## config.mk

```make
export PLATFORM = sky130hd
export DESIGN_NAME = st_deframer
export DESIGN_NICKNAME = d
export VERILOG_FILES = /design/src/rtl/st_deframer.sv
export SDC_FILE = /design/constraint.sdc
export NUM_CORES = 1
export LEC_CHECK = 0
export CAP_MARGIN = 25
export CORE_UTILIZATION = 60
export CTS_CLUSTER_DIAMETER = 40
export DETAILED_ROUTE_END_ITERATION = 8
export PLACE_DENSITY = 0.84
export SLEW_MARGIN = 20
export SYNTH_ARGS = -nofsm -noshare
export SYNTH_HDL_FRONTEND = slang
export SYNTH_SLANG_ARGS = --single-unit
```

## constraint.sdc

```tcl
create_clock -name c4 -period 6.15 [get_ports c4]
set_input_delay 0.9225 -clock c4 [delete_from_list [all_inputs] [get_ports c4]]
set_output_delay 0.9225 -clock c4 [all_outputs]
set_load 0.01 [all_outputs]
```

## src/rtl/st_deframer.sv

```systemverilog
// TDM receive deframer: qualifies f0 frame alignment (HUNT/CHECK/LOCK) and
// releases one parallel byte per channel, tagged with its channel number, while locked.
module st_deframer #(
  parameter int CH_NUM   = 32,
  parameter int MISS_MAX = 2
) (
  input  logic                      c4,
  input  logic                      rst,
  input  logic                      f0,
  input  logic                      clk_en1,
  input  logic                      sd,
  output logic [7:0]                data_out,
  output logic [$clog2(CH_NUM)-1:0] ch_out,
  output logic                      data_vld,
  output logic                      frame_start,
  output logic                      locked,
  output logic                      frame_err
);

  localparam int BPF = CH_NUM * 8;
  localparam int BW  = $clog2(BPF);
  localparam int MW  = $clog2(MISS_MAX + 1);
  localparam logic [BW-1:0] LAST_BIT = BW'(BPF - 1);

  localparam logic [1:0] HUNT  = 2'd0;
  localparam logic [1:0] CHECK = 2'd1;
  localparam logic [1:0] LOCK  = 2'd2;

  logic          f0_q;
  logic          fe;
  logic [BW-1:0] bcnt_reg;
  logic          pend_reg;
  logic [6:0]    sh_reg;
  logic [1:0]    state_reg, state_next;
  logic [MW-1:0] miss_reg, miss_next;
  logic          err_next;

  logic [BW-1:0] samp_idx;
  logic [BW-1:0] bcnt_eff;
  logic          pend_eff;
  logic          wrap;
  logic          on_time;
  logic          byte_done;

  assign fe = ~f0 & f0_q;

  // pend_reg marks a realignment: the next enable samples bit 0 regardless of bcnt.
  assign samp_idx  = pend_reg ? '0 : ((bcnt_reg == LAST_BIT) ? '0 : bcnt_reg + BW'(1));
  assign wrap      = clk_en1 & ~pend_reg & (bcnt_reg == LAST_BIT);
  assign bcnt_eff  = clk_en1 ? samp_idx : bcnt_reg;
  assign pend_eff  = pend_reg & ~clk_en1;
  assign on_time   = fe & ~pend_eff & (bcnt_eff == LAST_BIT);
  assign byte_done = clk_en1 & (samp_idx[2:0] == 3'd7);

  always_comb begin
    state_next = state_reg;
    miss_next  = miss_reg;
    err_next   = 1'b0;
    case (state_reg)
      HUNT: begin
        if (fe) state_next = CHECK;
      end
      CHECK: begin
        if (fe) begin
          if (on_time) begin
            state_next = LOCK;
            miss_next  = '0;
          end
        end else if (wrap) begin
          state_next = HUNT;
        end
      end
      LOCK: begin
        if (fe && on_time) begin
          miss_next = '0;
        end else if (fe || wrap) begin
          err_next  = 1'b1;
          miss_next = miss_reg + MW'(1);
        end
        if (miss_next >= MW'(MISS_MAX)) state_next = HUNT;
      end
      default: state_next = HUNT;
    endcase
  end

  always_ff @(posedge c4 or posedge rst) begin
    if (rst) begin
      f0_q      <= 1'b1;
      bcnt_reg  <= '0;
      pend_reg  <= 1'b0;
      sh_reg    <= '0;
      state_reg <= HUNT;
      miss_reg  <= '0;
    end else begin
      f0_q <= f0;
      if (clk_en1) begin
        sh_reg   <= {sh_reg[5:0], sd};
        bcnt_reg <= samp_idx;
        pend_reg <= 1'b0;
      end
      // The same-cycle enable has already finished the old bit; realign afterwards.
      if (fe) pend_reg <= 1'b1;
      state_reg <= state_next;
      miss_reg  <= miss_next;
    end
  end

  always_ff @(posedge c4 or posedge rst) begin
    if (rst) begin
      data_out    <= '0;
      ch_out      <= '0;
      data_vld    <= 1'b0;
      frame_start <= 1'b0;
      locked      <= 1'b0;
      frame_err   <= 1'b0;
    end else begin
      data_vld    <= 1'b0;
      frame_start <= 1'b0;
      frame_err   <= err_next;
      locked      <= (state_reg == LOCK);
      // Gated on the current state, so a byte finishing on the exit cycle still goes out.
      if (state_reg == LOCK && byte_done) begin
        data_vld <= 1'b1;
        data_out <= {sh_reg, sd};
        ch_out   <= samp_idx[BW-1:3];
      end
      if (state_reg == LOCK && clk_en1 && samp_idx == '0) frame_start <= 1'b1;
    end
  end

endmodule

```

==> flow_metrics.env <==
export IMPL_status="finished clean"
export IMPL_totalWireLength_mm=3.57
export IMPL_cp_required_ns=6.40
export IMPL_stdcell_count=238
export IMPL_areaGrowthSynthToFinish_pct=11.9
export IMPL_dp_hpwl_mm=2.55
export IMPL_synthesis_nets=183
export IMPL_cts_tree="built"
export IMPL_viasPerCell=5.85
export IMPL_synth_top_area_cell="dfrtp_1"
export IMPL_htree_levels=2
export IMPL_syn_inst=177
export IMPL_power_internal_mw=0.382
export IMPL_portBuffers=21
export IMPL_setup_violations=0
export IMPL_ys_top_cells_by_area="dfrtp_1 (47%), mux2_2 (6.2%), mux2_4 (5.3%)"
export IMPL_cp_cell_sequence="clkdlybuf4s50_1 -> nand2_1 -> or3_1 -> nor3_4 -> mux2_2"
export IMPL_async_flop_share_pct=100
export IMPL_cts_hold_buffers=0
export IMPL_place_area_mm2=0.00216
export IMPL_switchingPower_mw=0.176
export IMPL_clk_pin_slew_ns=0.12
export IMPL_dieArea_mm2=0.00355
export IMPL_crit_start="clk_en1"
export IMPL_fp_coreArea_mm2=0.00310
export IMPL_crit_fanout=26
export IMPL_r2r_slack_ns=3.33
export IMPL_mostFrequentLayoutCells="dfrtp_1 (37), clkdlybuf4s50_1 (21), nand2_1 (12), nor2_1 (12)"
export IMPL_use_met2_pct=39.2
export IMPL_skew_ns=0.0158
export IMPL_fp_row_count=20
export IMPL_synth_seq_cells=38
export IMPL_endpoint_kind="flip-flop"
export IMPL_powerDensity_mw_per_mm2=251
export IMPL_worstRegToRegCells=5
export IMPL_top_usage_layer="met2"
export IMPL_postSynthAreaPerCell_um2=11.2
export IMPL_antenna_cells=0
export IMPL_grt_pass1_wl_mm=6.33
export IMPL_die_w_um=59.6
export IMPL_wl_per_cell_um=15.0
export IMPL_final_common_cell="dfrtp_1"
export IMPL_post_cts_buffers=0
export IMPL_period_minus_slack_ns=3.30
export IMPL_critPathKind="in -> reg"
export IMPL_ys_warn_count=0
export IMPL_met1_usage_pct=33.0
export IMPL_path_depth=5
export IMPL_antenna_found_initial=0
export IMPL_start_util_pct=64.1
export IMPL_worstSetupEndpoint="data_out[7]"
export IMPL_start_kind="primary input"
export IMPL_hold_path_class="reg -> reg"
export IMPL_ir_worst_vdd_mv=0.168
export IMPL_worst_pin_slew_ns=0.896
export IMPL_pin_count=22
export IMPL_overflow=0
export IMPL_crit_arrival_ns=3.54
export IMPL_clock_root_buffer="clkbuf_4"
export IMPL_min_period_over_period_pct=53.6
export IMPL_path_delay_family="simple AND/OR/NAND/NOR gates"
export IMPL_synthFlopType="dfrtp_1"
export IMPL_cts_made_buffers=5
export IMPL_clock_latency_ns=0.36
export IMPL_critPathMaxStageDelay_ns=1.06
export IMPL_ctsResizeCount=0
export IMPL_multi_input_area_um2=907
export IMPL_dp_cells=230
export IMPL_finalHoldViolations=0
export IMPL_drtIter0Drc=87
export IMPL_firstDrtPassIters=4
export IMPL_p_leak_nw=0.987
export IMPL_r2r_start="bcnt_reg[0]"
export IMPL_sw_frac_of_total_pct=31.5
export IMPL_p_clk_share_pct=25.4
export IMPL_clkSinkCount=38
export IMPL_rr_endpoint="data_out[7]"
export IMPL_die_y_um=59.6
export IMPL_drive_gt1_share_pct=19.6
export IMPL_routabilityCongestion=0.877
export IMPL_max_freq_ghz=0.303
export IMPL_p_total_mw=0.558
export IMPL_nets=199
export IMPL_ant_nets=0
export IMPL_drc_errors=0
export IMPL_grt_pass1_vias=1331
export IMPL_cts_max_path_buffers=2
export IMPL_crit_path_top_delay_cell="clkdlybuf4s50_1"
export IMPL_slew_viol_final=0
export IMPL_synth_edf_count=0
export IMPL_num_vias=1392
export IMPL_combPwrFrac_pct=17.7
export IMPL_setup_tns_ns=0
export IMPL_seq_area_frac_synth_pct=47.9
export IMPL_maxSlewHeadroom_pct=40.1
export IMPL_sequentialPowerShare_pct=56.9
export IMPL_synthDominantCellAreaShare_pct=46.5
export IMPL_fillers=243
export IMPL_seq_area_um2=952
export IMPL_syn_area_mm2=0.00199
export IMPL_grtUsageMet3_pct=6.55
export IMPL_grt_max_degree=39
export IMPL_fin_area_mm2=0.00223
export IMPL_drv_cap=0
export IMPL_cp_buffers_inverters=1
export IMPL_rsz0062_at_grt="no"
export IMPL_grt_usage_pct=24.7
export IMPL_ys_types=51
final cells by class:
| class | count | share of cell area (%) |
|---|---|---|
| clock buffers | 6 | 2.30 |
| well taps | 44 | 2.47 |
| flip-flops and latches | 38 | 42.8 |
| inverters | 8 | 1.35 |
| clock inverters | 2 | 0.562 |
| repair buffers | 22 | 9.78 |
| multi-input cells | 118 | 40.8 |
worst min path at each step:
stage	from	endpoint	slack, ns	cells past startpoint
after CTS	data_out[6]	data_out[6]	0.52	1
after global routing	data_out[6]	data_out[6]	0.54	1
final	data_out[6]	data_out[6]	0.52	1
after floorplan	sh_reg[6]	sh_reg[6]	0.47	1
after global placement	sh_reg[6]	data_out[7]	0.49	1
after detailed placement	data_out[6]	data_out[6]	0.50	1
power by group through the flow:
| stage | clock [mW] | combinational, mW | sequential, mW |
|---|---|---|---|
| after detailed placement | 0 | 0.0997 | 0.321 |
| after floorplan | 0 | 0.0927 | 0.303 |
| after global routing | 0.154 | 0.113 | 0.322 |
| after CTS | 0.142 | 0.100 | 0.317 |
| final | 0.142 | 0.0988 | 0.318 |
| after global placement | 0 | 0.0955 | 0.318 |
kinds of logic (layout without fill, tap and decap cells):
kind of cell / Yosys count / after routing / synth area share [%]
AOI/OAI and AO/OA: 32 / 32 / 12.3
xor gates and xnor gates: 7 / 7 / 3.08
adders and majority gates: 1 / 1 / 0.629
buffers and inverters: 21 / 38 / 6.54
DFF: 38 / 38 / 47.9
muxes: 18 / 18 / 11.5
and+or+nand+nor: 60 / 60 / 18.1
worst reg2reg max path, cell delays in order (launching register included):
cell and delay [ns]:
dfrtp_1 0.57, ha_1 0.56, xnor2_1 0.15, or3_1 0.43
nor3_4 0.59, mux2_2 0.42
metrics by stage:
stage               utilization (%)  worst slack (ns)  hold WS, ns
floorplan                         -              3.84        0.475
global placement               69.7              2.57        0.488
detailed placement             69.7              2.46        0.497
CTS                            71.7              2.84        0.523
global route                   71.7              2.69        0.538
finish                         71.7              2.85        0.520
routing by layer:
metal | vias up | part of all wire, % | wire, um
met5 | - | 0 | 0
met2 | 42 | 48 | 1720
met3 | 6 | 5.4 | 192
li1 | 654 | - | -
met4 | 0 | 1.4 | 51
met1 | 690 | 45 | 1610
synth_stat cells (3+ instances only):
library cell	n
nand3_1	8
o21ai_0	11
nor2b_1	3
dfrtp_1	37
buf_2	4
xnor2_1	3
inv_1	8
xor2_1	4
mux2_2	11
nor2_1	12
a21oi_1	5
a31oi_1	3
nand2_1	12
buf_6	5
nor3_1	3
nor4_1	3
mux2_4	7
Note: power is estimated with default switching activity, not from simulation.
